File: src/rtl/multicycle_ctrl.sv
// multicycle_ctrl: multi-cycle sequencing FSM for an RV32I integer core.
// Drives the shared-datapath selects and write enables from inst[6:2] and
// watches both memory handshakes with a timeout counter.
// Optional F-extension loads/stores (LOAD_FP, STORE_FP) are enabled by
// defining the macro FPU_LS_EN; without it those opcodes trap as illegal
// and frf_we_o is tied low.
module multicycle_ctrl #(
    parameter int unsigned MEM_TIMEOUT = 255
) (
    input  logic        clk,
    input  logic        rst,
    input  logic [31:0] inst_i,
    input  logic        br_taken_i,
    input  logic        imem_ready_i,
    input  logic        dmem_ready_i,
    output logic        imem_req_o,
    output logic        ir_we_o,
    output logic        pc_we_o,
    output logic [1:0]  pc_sel_o,
    output logic        alu_a_sel_o,
    output logic        alu_b_sel_o,
    output logic        dmem_req_o,
    output logic        dmem_we_o,
    output logic [1:0]  wb_sel_o,
    output logic        rf_we_o,
    output logic        frf_we_o,
    output logic        retire_o,
    output logic        illegal_o,
    output logic        timeout_o,
    output logic [2:0]  state_o
);

    // Counter only needs to hold values up to MEM_TIMEOUT-1 before tripping.
    localparam int unsigned CNT_W = (MEM_TIMEOUT < 2) ? 1 : $clog2(MEM_TIMEOUT + 1);
    localparam logic [CNT_W-1:0] CNT_LAST = CNT_W'(MEM_TIMEOUT - 1);

    localparam logic [2:0] S_IF   = 3'd0;
    localparam logic [2:0] S_DEC  = 3'd1;
    localparam logic [2:0] S_EX   = 3'd2;
    localparam logic [2:0] S_MEM  = 3'd3;
    localparam logic [2:0] S_WB   = 3'd4;
    localparam logic [2:0] S_TRAP = 3'd5;

    localparam logic [4:0] OPC_LOAD     = 5'b00000;
    localparam logic [4:0] OPC_LOAD_FP  = 5'b00001;
    localparam logic [4:0] OPC_OP_IMM   = 5'b00100;
    localparam logic [4:0] OPC_AUIPC    = 5'b00101;
    localparam logic [4:0] OPC_STORE    = 5'b01000;
    localparam logic [4:0] OPC_STORE_FP = 5'b01001;
    localparam logic [4:0] OPC_OP       = 5'b01100;
    localparam logic [4:0] OPC_LUI      = 5'b01101;
    localparam logic [4:0] OPC_BRANCH   = 5'b11000;
    localparam logic [4:0] OPC_JALR     = 5'b11001;
    localparam logic [4:0] OPC_JAL      = 5'b11011;

    logic [2:0]       state_q, state_d;
    logic [CNT_W-1:0] cnt_q, cnt_d;
    logic             illegal_q, illegal_d;
    logic             timeout_q, timeout_d;

    logic [4:0] opcode;
    logic       rd_nz;
    logic       is_load, is_store, is_fload;
    logic       is_branch, is_jal, is_jalr, is_lui, is_auipc, is_op_imm, is_op;
    logic       legal;
    logic       unused_inst;

    assign opcode      = inst_i[6:2];
    assign rd_nz       = |inst_i[11:7];
    assign unused_inst = ^inst_i[31:12];

    // Instruction class decode from the registered opcode.
    always_comb begin
        is_op_imm = (opcode == OPC_OP_IMM);
        is_op     = (opcode == OPC_OP);
        is_lui    = (opcode == OPC_LUI);
        is_auipc  = (opcode == OPC_AUIPC);
        is_branch = (opcode == OPC_BRANCH);
        is_jal    = (opcode == OPC_JAL);
        is_jalr   = (opcode == OPC_JALR);
        is_fload  = 1'b0;
        is_load   = (opcode == OPC_LOAD);
        is_store  = (opcode == OPC_STORE);
`ifdef FPU_LS_EN
        is_fload  = (opcode == OPC_LOAD_FP);
        is_load   = (opcode == OPC_LOAD) | (opcode == OPC_LOAD_FP);
        is_store  = (opcode == OPC_STORE) | (opcode == OPC_STORE_FP);
`else
        if ((opcode == OPC_LOAD_FP) || (opcode == OPC_STORE_FP)) begin
            is_load  = 1'b0;
            is_store = 1'b0;
        end
`endif
        legal = (inst_i[1:0] == 2'b11) &&
                (is_op_imm | is_op | is_lui | is_auipc | is_branch |
                 is_jal | is_jalr | is_load | is_store);
    end

    // Next-state, timeout counter and sticky flag update.
    always_comb begin
        state_d   = state_q;
        cnt_d     = cnt_q;
        illegal_d = illegal_q;
        timeout_d = timeout_q;

        case (state_q)
            S_IF: begin
                if (imem_ready_i) begin
                    state_d = S_DEC;
                end else if (cnt_q == CNT_LAST) begin
                    state_d   = S_TRAP;
                    timeout_d = 1'b1;
                end else begin
                    cnt_d = cnt_q + CNT_W'(1);
                end
            end
            S_DEC: begin
                state_d = legal ? S_EX : S_TRAP;
            end
            S_EX: begin
                if (is_branch) begin
                    state_d = S_IF;
                end else if (is_load || is_store) begin
                    state_d = S_MEM;
                end else if (is_op_imm || is_op || is_lui || is_auipc ||
                             is_jal || is_jalr) begin
                    state_d = S_WB;
                end else begin
                    state_d = S_TRAP;
                end
            end
            S_MEM: begin
                if (dmem_ready_i) begin
                    state_d = is_store ? S_IF : S_WB;
                end else if (cnt_q == CNT_LAST) begin
                    state_d   = S_TRAP;
                    timeout_d = 1'b1;
                end else begin
                    cnt_d = cnt_q + CNT_W'(1);
                end
            end
            S_WB: begin
                state_d = S_IF;
            end
            S_TRAP: begin
                state_d = S_TRAP;
            end
            default: begin
                state_d = S_TRAP;
            end
        endcase

        // Every wait starts with a fresh budget.
        if (((state_d == S_IF) || (state_d == S_MEM)) && (state_d != state_q)) begin
            cnt_d = '0;
        end

        if ((state_d == S_TRAP) && (state_q != S_TRAP)) begin
            illegal_d = 1'b1;
        end
    end

    // State and sticky flag registers.
    always_ff @(posedge clk or posedge rst) begin
        if (rst) begin
            state_q   <= S_IF;
            cnt_q     <= '0;
            illegal_q <= 1'b0;
            timeout_q <= 1'b0;
        end else begin
            state_q   <= state_d;
            cnt_q     <= cnt_d;
            illegal_q <= illegal_d;
            timeout_q <= timeout_d;
        end
    end

    // Datapath controls decoded from state and IR; silenced while in reset.
    always_comb begin
        imem_req_o  = 1'b0;
        ir_we_o     = 1'b0;
        pc_we_o     = 1'b0;
        pc_sel_o    = 2'd0;
        alu_a_sel_o = 1'b0;
        alu_b_sel_o = 1'b0;
        dmem_req_o  = 1'b0;
        dmem_we_o   = 1'b0;
        wb_sel_o    = 2'd0;
        rf_we_o     = 1'b0;
        frf_we_o    = 1'b0;
        retire_o    = 1'b0;

        if (!rst) begin
            case (state_q)
                S_IF: begin
                    imem_req_o = 1'b1;
                    ir_we_o    = imem_ready_i;
                end
                S_EX: begin
                    alu_a_sel_o = is_lui | is_auipc;
                    alu_b_sel_o = is_op_imm | is_lui | is_auipc | is_load |
                                  is_store | is_jalr;
                    if (is_branch) begin
                        pc_we_o  = 1'b1;
                        pc_sel_o = br_taken_i ? 2'd1 : 2'd0;
                        retire_o = 1'b1;
                    end
                end
                S_MEM: begin
                    dmem_req_o = 1'b1;
                    dmem_we_o  = is_store;
                    if (is_store && dmem_ready_i) begin
                        pc_we_o  = 1'b1;
                        retire_o = 1'b1;
                    end
                end
                S_WB: begin
                    pc_we_o  = 1'b1;
                    retire_o = 1'b1;
                    if (is_load) begin
                        wb_sel_o = 2'd1;
                        rf_we_o  = rd_nz & ~is_fload;
                        frf_we_o = is_fload;
                    end else if (is_jal) begin
                        wb_sel_o = 2'd2;
                        pc_sel_o = 2'd1;
                        rf_we_o  = rd_nz;
                    end else if (is_jalr) begin
                        wb_sel_o = 2'd2;
                        pc_sel_o = 2'd2;
                        rf_we_o  = rd_nz;
                    end else begin
                        rf_we_o  = rd_nz;
                    end
                end
                default: begin
                end
            endcase
        end
    end

    assign illegal_o = illegal_q;
    assign timeout_o = timeout_q;
    assign state_o   = state_q;

endmodule
File: config.mk
export PLATFORM = sky130hd
export DESIGN_NAME = multicycle_ctrl
export DESIGN_NICKNAME = d
export VERILOG_FILES = /design/src/rtl/multicycle_ctrl.sv
export SDC_FILE = /design/constraint.sdc
export NUM_CORES = 1
export LEC_CHECK = 0
export ABC_AREA = 1
export BUFFER_PORTS_ARGS = -buffer_cell sky130_fd_sc_hd__buf_2
export CAP_MARGIN = 20
export CORE_MARGIN = 5
export CORE_UTILIZATION = 51
export CTS_BUF_LIST = sky130_fd_sc_hd__clkbuf_4
export CTS_CLUSTER_SIZE = 12
export DETAILED_ROUTE_END_ITERATION = 8
export PLACE_DENSITY = 0.88
export SKIP_CTS_REPAIR_TIMING = 1
export SYNTH_ARGS = -nofsm -noshare
export SYNTH_HDL_FRONTEND = slang
export SYNTH_SLANG_ARGS = --single-unit
export TNS_END_PERCENT = 20
File: constraint.sdc
create_clock -name clk -period 2.95 [get_ports clk]
set_clock_uncertainty 0.1 [all_clocks]
set_input_delay 0.4425 -clock clk [delete_from_list [all_inputs] [get_ports clk]]
set_output_delay 0.4425 -clock clk [all_outputs]
set_load 0.01 [all_outputs]
==> reports/metrics.csv <==
stage,metric,value,unit
run_status,status,finished clean,
synth,synth_top_area_frac,0.288,
placed_design,gp_congestion,0.875,
setup_path,reg2reg_depth,14,
timing,setup_viol,0,
synth,yosys_warnings,0,
cts,cts_tree,built,
synth,synthTopCellsByCount,"nand2_1, inv_1, nor2_1, dfrtp_1, a21oi_1",
route,detail-route-antenna-nets,0,
cts,cts_max_level,1,
setup_path,cp_slowest_stage_delay,480,ps
synth,synth_edf_count,0,
setup_path,critPathKind,reg -> out,
floorplan,initial_core_util,0.521,
synth,synth_cells,162,
run,drv_cap,0,
cells_and_area,multiInputGateArea,681,um^2
timing,fin_crit,2320,ps
synth,yosys-top-cells-area,"dfrtp_1, nand2_1, inv_1",
synth,synth_area,0.00113,mm^2
timing,final-hold-violation-count,0,
timing,fmax,0.432,GHz
cells_and_area,regArea,325,um^2
placed_design,hpwl,2.04,mm
global_route,grt_overflow,0,
synth,yosysTopAreaCell,dfrtp_1,
floorplan,fp.dieH,57.1,um
setup_path,path_cells,nor2_2 -> inv_1 -> nor2_1 -> nand2_1 -> a22oi_1 -> buf_2,
placed_design,post-place-cells,223,
timing,maxSlewViolCount,0,
route,routed_wl,2.52,mm
setup_path,cp_max_fo,7,
cts,cts_sinks,13,
setup_path,rr_startpoint,cnt_q[0]$_DFFE_PP0P_,
setup_path,cp-end-kind,primary output,
route,drcViolationCount,0,
synth,ys_types,32,
setup_path,crit_start,state_o[0]$_DFF_PP0_,
synth,synth-seq-cells,13,
timing,grt_setup_unrepaired,no,
global_route,grt_pass1_vias,1126,
route,avgViaCountPerCell,5.03,
setup_path,worstSetupStartpointType,flip-flop,
setup_path,cp.required,2410,ps
synth,ys_async_sr_fraction,1.00,
cts,clk_latency,270,ps
placed_design,portBuffers,34,
cts,cts_buffers,3,
power,power_density,247,mW/mm^2
cells_and_area,drive_above_1_share,0.332,
floorplan,dieArea,0.00326,mm^2
synth,syn-num-nets,201,
floorplan,die_w,57.1,um
synth,post-synth-top-count-cell,nand2_1,
power,fin_total_pwr,0.335,mW
cts,cts_root_buffer,clkbuf_4,
cells_and_area,fin_nets,239,
synth,synthFlopType,dfrtp_1,
route,drt_iter0_drc,38,
floorplan,num_rows,17,
timing,final.setup.tns,0,ps
timing,holdWs,136,ps
global_route,grt_max_degree,14,
min_path,min_path_type,in -> async,
timing,post-route-period-util,0.785,
cells_and_area,fin_util,0.626,
route,vias,1142,
power,peakVddDrop,0.238,mV
setup_path,worst_path_max_delay_cell,dfrtp_1,
global_route,antenna_found_initial,0,
cells_and_area,syn_to_final_growth,20.2,%
synth,avgSynthCellArea,6.97,um^2
floorplan,io_pins,56,
floorplan,core_region_area,0.00217,mm^2
route,avgRoutedWirePerCell,11.1,um
global_route,grt_pass1_wl,4.54,mm
power,leakagePower,0.718,nW
synth,yosysSeqAreaShare,0.288,
cells_and_area,fillers,215,
global_route,track_usage,0.168,
cells_and_area,antenna_cells,0,
cts,clk_pin_slew,80,ps
cells_and_area,final_cells,227,
route,drtPass1Iterations,4,
cts,ctsLongestPathBuffers,2,
setup_path,critPathArrivalTime,1770,ps
-- stage by stage --
step | area (um^2) | setup WS (ps)
2_1_floorplan | 1130 | 1030
3_3_place_gp | 1330 | 954
3_5_place_dp | 1330 | 927
4_1_cts | 1360 | 636
5_1_grt | 1360 | 504
6_report | 1360 | 633
-- flip-flops by register name, indices dropped and copies added (netlist names) --
register / flops
timeout_o: 1
state_o: 3
illegal_o: 1
cnt_q: 8
-- critical path, delay by kind of cell (launching register included) --
| kind | cells | cell delay, ps |
|---|---|---|
| DFF | 1 | 480 |
| AOI/OAI and AO/OA | 1 | 210 |
| and+or+nand+nor | 3 | 570 |
| buffers and inverters | 2 | 240 |
-- logic make-up after synthesis --
logic type,count (synthesis),synth area share
buf+inv,31,0.110
other cells,1,0.00332
xor+xnor,6,0.0465
fa+ha+maj,2,0.0221
flops,13,0.288
compound gates,20,0.116
simple gates,89,0.414
-- layout make-up --
type	count	area share
multi-input combinational	118	0.501
inverter	29	0.0802
sequential	13	0.240
clock buffer	4	0.0221
tap	28	0.0258
timing repair buffer	35	0.131
-- path summary, 6_finish.rpt --
| kind | to | slack, ps |
|---|---|---|
| max | pc_sel_o[0] | 630 |
| min | cnt_q[7]$_DFFE_PP0P_ | 140 |
| max reg2reg | cnt_q[6]$_DFFE_PP0P_ | 1020 |
| min reg2reg | timeout_o$_DFFE_PP0P_ | 370 |
| max in group asynchronous | cnt_q[4]$_DFFE_PP0P_ | 2450 |
| min in group clk | timeout_o$_DFFE_PP0P_ | 370 |
-- where the power goes --
| part | switching, mW | internal [mW] | leakage [nW] |
|---|---|---|---|
| registers | 0.00102 | 0.179 | 0.156 |
| clock network | 0.0566 | 0.0617 | 0.0184 |
| logic | 0.0221 | 0.0141 | 0.543 |
| total | 0.0798 | 0.255 | 0.718 |
-- per-layer routing --
metal / up-vias / global-route usage / wire (um)
met5: - / 0 / 0
met1: 518 / 0.229 / 1210
li1: 588 / - / -
met2: 29 / 0.276 / 1140
met4: 0 / 0.0298 / 29
met3: 7 / 0.0385 / 135
-- placed cells by master (no fill, tap or decap), types with 2 or more instances in the layout --
| master | synthesis | final |
|---|---|---|
| nor2_1 | 21 | 21 |
| inv_2 | 3 | 3 |
| nor3_1 | 6 | 6 |
| nor2_2 | 5 | 5 |
| dfrtp_1 | 13 | 13 |
| xnor2_1 | 3 | 3 |
| o211ai_1 | 2 | 2 |
| nand2_1 | 31 | 31 |
| ha_1 | 2 | 2 |
| nand4_1 | 2 | 2 |
| a31o_2 | 2 | 2 |
| nand2_4 | 3 | 3 |
| nand3_1 | 7 | 7 |
| buf_2 | 0 | 34 |
| inv_1 | 25 | 25 |
| nand3_2 | 3 | 3 |
| a21oi_1 | 11 | 11 |
| nand2_2 | 5 | 5 |
| xor2_1 | 3 | 3 |
| clkbuf_4 | 0 | 4 |
(Power assumes the default switching activity.)
